File: src/rtl/intr_ctrl.sv
// -----------------------------------------------------------------------------
// intr_ctrl
//
// Interrupt controller for the pipelined RISC-V core. It picks the
// lowest-numbered enabled request and issues a one-cycle fetch redirect to
// that line's handler vector, saving the PC of the instruction in EX as the
// return address. When the handler's mret reaches EX, it issues a second
// redirect back to the saved PC. A status bit marks which fetch stream
// (handler or interrupted program) is in flight; a two-flop copy of that bit
// follows the stream down to EX. The hazard unit compares the two bits to
// decide what to flush or restore.
//
// Ports
//   i_clk          core clock, rising edge
//   i_rst_n        asynchronous active-low reset
//   i_irq          level requests; each source holds its line until acked
//   i_irq_mask     per-line enable (1 = enabled)
//   i_global_en    global interrupt enable
//   i_ex_valid     EX holds a real instruction, not a bubble
//   i_ex_pc        PC of the EX instruction (the return address)
//   i_ex_mret      EX instruction is the return-from-interrupt
//   i_hazard_full  combined control/data hazard from the hazard unit
//   i_restore_pc   hazard unit is restoring the PC this cycle
//   o_intr_en      one-cycle fetch redirect strobe
//   o_intr_pc      redirect target, valid while o_intr_en is high
//   o_status_IF    fetch stream belongs to the handler
//   o_status_EX    EX stream belongs to the handler
//   o_epc          saved return PC
//   o_irq_ack      one-hot, one-cycle ack of the taken line
//   o_cause        index of the taken line
//   o_busy         controller is not idle
// -----------------------------------------------------------------------------
module intr_ctrl #(
    parameter int          N_IRQ      = 4,
    parameter logic [31:0] VEC_BASE   = 32'h0000_0100,
    parameter logic [31:0] VEC_STRIDE = 32'h0000_0010
) (
    input  logic             i_clk,
    input  logic             i_rst_n,
    input  logic [N_IRQ-1:0] i_irq,
    input  logic [N_IRQ-1:0] i_irq_mask,
    input  logic             i_global_en,
    input  logic             i_ex_valid,
    input  logic [31:0]      i_ex_pc,
    input  logic             i_ex_mret,
    input  logic             i_hazard_full,
    input  logic             i_restore_pc,
    output logic             o_intr_en,
    output logic [31:0]      o_intr_pc,
    output logic             o_status_IF,
    output logic             o_status_EX,
    output logic [31:0]      o_epc,
    output logic [N_IRQ-1:0] o_irq_ack,
    output logic [3:0]       o_cause,
    output logic             o_busy
);

    localparam logic [1:0] ST_IDLE    = 2'd0;
    localparam logic [1:0] ST_ENTER   = 2'd1;
    localparam logic [1:0] ST_HANDLER = 2'd2;
    localparam logic [1:0] ST_RETURN  = 2'd3;

    logic [1:0]       state_q, state_d;
    logic [31:0]      epc_q, epc_d;
    logic [3:0]       cause_q, cause_d;
    logic             status_if_q, status_if_d;
    logic             status_id_q;   // first flop of the IF->ID->EX shift
    logic             status_ex_q;   // second flop

    logic [N_IRQ-1:0] pend;
    logic             pend_any;
    logic [3:0]       sel_idx;
    logic             take;
    logic             ret_take;

    // -------------------------------------------------------------------------
    // Request selection
    // -------------------------------------------------------------------------
    assign pend     = i_irq & i_irq_mask;
    assign pend_any = |pend;

    // Scan from the top down so the lowest set index is the last writer.
    always_comb begin
        sel_idx = 4'd0;
        for (int i = N_IRQ - 1; i >= 0; i--) begin
            if (pend[i]) begin
                sel_idx = 4'(i);
            end
        end
    end

    // A take needs a real instruction in EX to supply the return PC, and no
    // hazard activity that could make that PC stale.
    assign take = pend_any && i_global_en && i_ex_valid &&
                  !i_hazard_full && !i_restore_pc;

    // Only an mret from the handler's own stream ends the handler; an mret
    // still draining from the interrupted program is not ours.
    assign ret_take = i_ex_mret && i_ex_valid && status_ex_q;

    // -------------------------------------------------------------------------
    // Next-state logic
    // -------------------------------------------------------------------------
    always_comb begin
        state_d     = state_q;
        epc_d       = epc_q;
        cause_d     = cause_q;
        status_if_d = status_if_q;

        case (state_q)
            ST_IDLE: begin
                if (take) begin
                    state_d = ST_ENTER;
                    epc_d   = i_ex_pc;
                    cause_d = sel_idx;
                end
            end
            ST_ENTER: begin
                state_d     = ST_HANDLER;
                status_if_d = 1'b1;
            end
            ST_HANDLER: begin
                // No nesting: pending lines wait at the source.
                if (ret_take) begin
                    state_d = ST_RETURN;
                end
            end
            ST_RETURN: begin
                state_d     = ST_IDLE;
                status_if_d = 1'b0;
            end
            default: begin
                state_d = ST_IDLE;
            end
        endcase
    end

    // -------------------------------------------------------------------------
    // State registers
    // -------------------------------------------------------------------------
    always_ff @(posedge i_clk or negedge i_rst_n) begin
        if (!i_rst_n) begin
            state_q     <= ST_IDLE;
            epc_q       <= 32'd0;
            cause_q     <= 4'd0;
            status_if_q <= 1'b0;
            status_id_q <= 1'b0;
            status_ex_q <= 1'b0;
        end else begin
            state_q     <= state_d;
            epc_q       <= epc_d;
            cause_q     <= cause_d;
            status_if_q <= status_if_d;
            status_id_q <= status_if_q;
            status_ex_q <= status_id_q;
        end
    end

    // -------------------------------------------------------------------------
    // Outputs (decoded from registered state only, so reset clears them
    // without waiting for a clock)
    // -------------------------------------------------------------------------
    always_comb begin
        o_intr_pc = 32'd0;
        case (state_q)
            ST_ENTER:  o_intr_pc = VEC_BASE + ({28'd0, cause_q} * VEC_STRIDE);
            ST_RETURN: o_intr_pc = epc_q;
            default:   o_intr_pc = 32'd0;
        endcase
    end

    always_comb begin
        o_irq_ack = '0;
        for (int i = 0; i < N_IRQ; i++) begin
            o_irq_ack[i] = (state_q == ST_ENTER) && (cause_q == 4'(i));
        end
    end

    assign o_intr_en   = (state_q == ST_ENTER) || (state_q == ST_RETURN);
    assign o_status_IF = status_if_q;
    assign o_status_EX = status_ex_q;
    assign o_epc       = epc_q;
    assign o_cause     = cause_q;
    assign o_busy      = (state_q != ST_IDLE);

endmodule

File: config.mk
export PLATFORM = sky130hd
export DESIGN_NAME = intr_ctrl
export DESIGN_NICKNAME = d
export VERILOG_FILES = /design/src/rtl/intr_ctrl.sv
export SDC_FILE = /design/constraint.sdc
export NUM_CORES = 1
export LEC_CHECK = 0
export ABC_CLOCK_PERIOD_IN_PS = 1500
export CORE_MARGIN = 2
export CORE_UTILIZATION = 34
export CTS_BUF_LIST = sky130_fd_sc_hd__clkbuf_2 sky130_fd_sc_hd__clkbuf_4 sky130_fd_sc_hd__clkbuf_8
export DETAILED_ROUTE_END_ITERATION = 10
export HOLD_SLACK_MARGIN = 0.02
export PLACE_DENSITY_LB_ADDON = 0.2
export SYNTH_ARGS = -nofsm -noshare
export SYNTH_HDL_FRONTEND = slang
export SYNTH_SLANG_ARGS = --single-unit
File: constraint.sdc
create_clock -name i_clk -period 1.5 [get_ports i_clk]
set_input_delay 0.15 -clock i_clk [delete_from_list [all_inputs] [get_ports i_clk]]
set_output_delay 0.15 -clock i_clk [all_outputs]
set_load 0.03 [all_outputs]
==> results of run 1 <==
-- placed cells by master, fill, tap and decap left out, drive strengths merged --
master	count
conb	2
inv	3
a211oi	1
o21ai	1
o211ai	1
and4bb	1
dlymetal6s2s	12
nor2	4
ha	4
nand3	1
clkinv	1
and3	1
a21o	2
and3b	1
buf	51
dlygate4sd2	25
nor3b	1
a21oi	3
dfrtp	39
or2	1
a32oi	1
dlygate4sd3	1
clkbuf	7
a22o	4
and2	30
nand2	4
clkdlybuf4s50	44
mux2	33
-- area by class of cell --
cell class	instances	share of cell area
Timing Repair Buffer	133	0.388
Clock buffer	7	0.0253
Inverter	3	0.00316
Clock inverter	1	0.00246
Sequential cell	39	0.275
Tap cell	72	0.0253
Multi-Input combinational cell	96	0.281
-- where the power goes --
group	leakage (nW)	switching, mW	internal (mW)	total, mW
Combinational	1.43	1.90	1.69	3.59
Sequential	0.503	0.340	1.45	1.79
Clock	0.0519	0.356	0.395	0.751
Total	1.99	2.59	3.53	6.12
-- per-stage QoR --
stage | util | setup TNS, ns | hold WS [ns] | cell area (sq um) | setup slack (ns)
global placement | 0.577 | -9.15 | 0.119 | 3200 | -0.300
CTS | 0.631 | -1.12 | 0.341 | 3490 | -0.0505
finish | 0.643 | -1.26 | 0.258 | 3560 | -0.0519
global route | 0.643 | -3.45 | 0.269 | 3560 | -0.0941
floorplan | - | 0 | -0.146 | 1970 | 0.0292
detailed placement | 0.577 | -9.93 | 0.123 | 3200 | -0.330
-- flip-flops by register name, indices dropped and copies added (netlist names) --
| register | cells |
|---|---|
| state_q | 2 |
| status_id_q | 1 |
| o_status_IF | 1 |
| o_cause | 2 |
| o_epc | 32 |
| o_status_EX | 1 |
-- what timing repair did --
item,CTS,global route
resized for setup,80,23
hold buffers,1,0
endpoints found under the hold margin,17,0
pin swaps,1,7
buffers inserted,2,0
endpoints found under the setup margin,68,83
cloned,1,0
-- Yosys cell counts --
master	n
mux2_4	28
inv_1	3
o211ai_4	1
nor3b_1	1
nand2_1	4
conb_1	1
clkbuf_1	3
and2_1	30
or2_2	1
nor2_1	4
o21ai_0	1
a32oi_1	1
a22o_1	2
and4bb_2	1
and3_1	1
a211oi_1	1
and3b_1	1
ha_1	4
buf_8	3
buf_4	2
nand3_1	1
dfrtp_1	39
a22o_2	2
a21o_1	2
a21oi_1	3
mux2_2	5
-- worst min-delay path, cell delays in order --
cell and delay (ns):
dlymetal6s2s_1 0.12, a211oi_2 0.08, a21o_1 0.16
-- kinds of logic after synthesis --
logic type,count (synthesis),share of synthesized area
multiplexers,33,0.243
AND/OR/NAND/NOR,44,0.134
adder cells (fa/ha/maj),4,0.0255
buffers and inverters,11,0.0421
other,1,0.00191
flip-flops,39,0.497
AO/OA/AOI/OAI,13,0.0561
-- path summary, 6_finish.rpt --
kind                                   startpoint                      to  slack [ns]  depth (start not counted)
hold / removal                           i_irq[0]  o_cause[0]$_DFFE_PN0P_        0.26                          3
min in group asynchronous                 i_rst_n    o_epc[2]$_DFFE_PN0P_        0.34                          2
setup / recovery           state_q[0]$_DFFE_PN0P_           o_intr_pc[22]       -0.05                          4
max in group asynchronous                 i_rst_n  state_q[0]$_DFFE_PN0P_        0.69                          3
hold reg to reg             status_id_q$_DFF_PN0_   o_status_EX$_DFF_PN0_        0.36                          0
setup reg to reg           state_q[0]$_DFFE_PN0P_  state_q[1]$_DFFE_PN0P_        0.02                          5
-- routing by layer --
layer / share of wire / up-vias / track usage
met5: 0 / - / 0
li1: - / 751 / -
met3: 0.066 / 7 / 0.0520
met1: 0.42 / 740 / 0.196
met2: 0.50 / 67 / 0.290
met4: 0.012 / 0 / 0.0525
==> results.toml, run 1 <==
[floorplanning]
die_w_um = 80.0
rows = 27
core_sq_um = 5540
pin_count = 123
start_util = 0.354
fp.dieH_um = 80.0
die-area_sq_um = 6400

[cells_and_area]
nFillCells = 444
finalNonFillerCells = 351
regArea_sq_um = 978
diodes = 0
fin_nets = 329
multi_input_area_sq_um = 1000
area_growth_pct = 81.5
drive_above_1_share = 0.412

[global_routing]
gr-total-overflow = 0
antenna_found_initial = 0
grt_usage = 0.167
grt_pass1_wl_um = 8160
grt_max_degree = 23
grt_pass1_vias = 1704

[setup_path]
worstPathCellList = "ha_4 > buf_8 > and2_1 > buf_6"
cpPeakStageDelay_ns = 0.46
worstPathArrival_ns = 1.40
required_ns = 1.35
cp_slowest_cell = "dfrtp_2"
cp_max_fo = 17
worstSetupStartpointType = "flop"
crit_family = "flip-flops"
endpoint_kind = "output pin"
worst-path-buf-inv = 2
worstSetupPathType = "reg -> out"

[clocking]
cts_buffer_depth = 2
cts_made_buffers = 5
insertion_delay_ns = 0.29
cts_tree = "yes"
htree_num_levels = 2
numClockSinks = 39
cts_root_buffer = "clkbuf_8"
cts.clk_slew.worst_paths_ns = 0.07

[logic_synthesis]
netlist_area_sq_um = 1960
synth_top_area_share = 0.497
ys_seq_elements = 39
synth_area_leaders = "dfrtp_1 (50%), mux2_4 (21%), and2_1 (9.6%)"
avgSynthCellArea_sq_um = 13.5
syn_inst = 145
synth_area_leader_cell = "dfrtp_1"
yosys_warnings = 0
synth_cell_types = 26
yosysSeqAreaShare = 0.497

[detailed_routing]
first_pass_iters = 2
ant_nets = 0
wl_per_cell_um = 14.6
drtIter0Drc = 33
viasPerCell = 4.46
drt_wl_total_um = 5130
drc = 0
vias = 1565

[sta]
clock.fmax_mhz = 644
final_hold_viol_count = 0
fin_skew_ns = 0.00661
rsz0062_at_grt = "true"
finalCritPeriodShare = 1.03
min_period_ns = 1.55
setup_viol = 34
report.final.slew_viol_count = 0
setup_slack_ns = -0.0519

[hold_path]
hold_path.class = "in -> reg"

[power]
fin_total_pwr_mw = 6.12
p_leak_nw = 1.99
p_per_area_nw_per_um2 = 1720
vdd_drop_max_mv = 0.843

[place]
routabilityCongestion = 0.782
portBuffers = 120
dp_hpwl_um = 3690
dp_cells = 339

[job]
maxCapViolCount = 0

[status]
violations = "negative setup slack"
status = "finished, violations left"
Note: power is estimated with default switching activity, not from simulation.
==> run 2, diff against run 1 <==
- ABC_CLOCK_PERIOD_IN_PS: 1500 -> 1790
- CORE_UTILIZATION: 34 -> 41
- clock period: 1.5 -> 1.79 ns (I/O delays scaled with it)
==> results.toml, run 2 (synthesis gave the netlist of run 1 again) <==
[status]
status = "completed"

[setup_path]
worstPathCellList = "inv_1 > ha_1 > inv_1 > dlygate4sd2_1"
crit_family = "buffers and inverters"
worstSetupPathType = "reg -> out"
crit_path_frequent_cell = "inv_1"
worstSetupStartpointType = "flop"
required_ns = 1.61
worst-path-buf-inv = 3
endpoint_kind = "output pin"
worstPathArrival_ns = 1.47
cpPeakStageDelay_ns = 0.40
cp_max_fo = 3
cp_slowest_cell = "dlygate4sd2_1"

[sta]
clock.fmax_mhz = 605
fin_setup_tns_ns = 0
fin_skew_ns = 0.00359
setup_viol = 0
min_period_ns = 1.65
finalCritPeriodShare = 0.923
setup_slack_ns = 0.138
final_hold_viol_count = 0
rsz0062_at_grt = "false"
report.final.slew_viol_count = 0

[detailed_routing]
first_pass_iters = 4
drc = 0
ant_nets = 0
wl_per_cell_um = 14.3
drtIter0Drc = 39
drt_wl_total_um = 4680
viasPerCell = 4.76
vias = 1555

[power]
swShare = 0.407
seqPwrFrac = 0.293
switchingPower_mw = 2.04
p_clk_frac = 0.150
pwr-share-comb = 0.557
internal-power_mw = 2.97
p_per_area_nw_per_um2 = 1530
p_leak_nw = 1.64
vdd_drop_max_mv = 0.826

[cells_and_area]
drive_above_1_share = 0.333
diodes = 0
fin_nets = 323
final_area_sq_um = 3270
final_core_util = 0.701
largest_reg_flops = 32
finalNonFillerCells = 327
final_common_cell = "clkdlybuf4s50_1"
final_cell_mix = "clkdlybuf4s50_1 (81), buf_4 (41), dfrtp_1 (39)"
area_growth_pct = 66.3

[floorplanning]
pin_count = 123
start_util = 0.421
fp.dieH_um = 73.2
core_sq_um = 4660
die-area_sq_um = 5360
die_w_um = 73.2
rows = 25

[clocking]
insertion_delay_ns = 0.29
cts_buffer_depth = 2
cts_tree = "yes"
cts_made_buffers = 5
cts.clk_slew.worst_paths_ns = 0.07
htree_num_levels = 2
numClockSinks = 39
cts_root_buffer = "clkbuf_8"

[global_routing]
grt_max_degree = 21
grt_usage = 0.181
grt_pass1_wl_um = 7260
grt_pass1_vias = 1447
gr-total-overflow = 0
antenna_found_initial = 0

[place]
placed_area_sq_um = 3140
portBuffers = 120
routabilityCongestion = 0.731
post-place-ws_ns = -0.0693
dp_hpwl_um = 3600
dp_cells = 318

[hold_path]
hold_path.class = "reg -> reg"

[job]
maxCapViolCount = 0
[run 2: cell count changes in the layout (fill, tap and decap cells not counted), sizes merged]
cell | previous run | this run
clkdlybuf4s50 | 44 | 81
dlygate4sd2 | 25 | 1
dlymetal6s2s | 12 | 0
buf | 51 | 44
bufinv | 0 | 1
clkbuf | 7 | 6
[run 2: per-layer routing]
layer / up-vias / share of wire / wire length [um] / track usage
li1: 739 / - / - / -
met1: 743 / 0.44 / 2070 / 0.236
met2: 68 / 0.47 / 2220 / 0.282
met3: 5 / 0.068 / 319 / 0.0580
met4: 0 / 0.015 / 72 / 0.0658
met5: - / 0 / 0 / 0
[run 2: cell type report]
cell class	instances	area, sq um
sequential	39	976
fill	366	1400
tap	54	67.6
inverter	3	11.3
multi-input combinational	96	911
clock buffer	6	82.6
clock inverter	2	35.0
timing repair buffer	127	1180
[run 2: power groups by stage]
stage | Clock [mW] | Combinational (mW) | Sequential [mW]
after CTS | 0.778 | 2.81 | 1.47
after global routing | 0.812 | 2.95 | 1.52
after detailed placement | 0 | 2.81 | 1.48
after global placement | 0 | 2.78 | 1.47
final | 0.752 | 2.79 | 1.47
after floorplan | 0 | 1.10 | 2.01
[run 2: path summary, 6_finish.rpt]
check                           slack, ns                    from  depth (start not counted)                     to
min in group asynchronous            0.37                 i_rst_n                          2   o_epc[1]$_DFFE_PN0P_
worst max-delay path                 0.14  state_q[0]$_DFFE_PN0P_                          4                 o_busy
max in group asynchronous            0.79                 i_rst_n                          3  o_epc[21]$_DFFE_PN0P_
worst min register to register       0.35   status_id_q$_DFF_PN0_                          0  o_status_EX$_DFF_PN0_
worst max register to register       0.25  state_q[0]$_DFFE_PN0P_                          5   o_epc[0]$_DFFE_PN0P_
worst min-delay path                 0.35   status_id_q$_DFF_PN0_                          0  o_status_EX$_DFF_PN0_
[run 2: what timing repair did]
item / in CTS / in global routing
endpoints found under the setup margin: 1 / 3
buffers inserted: 0 / 0
hold endpoints to repair: 19 / 0
resized for setup: 1 / 1
hold buffers: 1 / 0
[run 2: through the flow]
step                hold WS [ns]  power, mW
finish                     0.355       5.01
global route               0.358       5.29
CTS                        0.357       5.06
detailed placement         0.147       4.29
global placement           0.146       4.25
floorplan                 -0.117       3.11
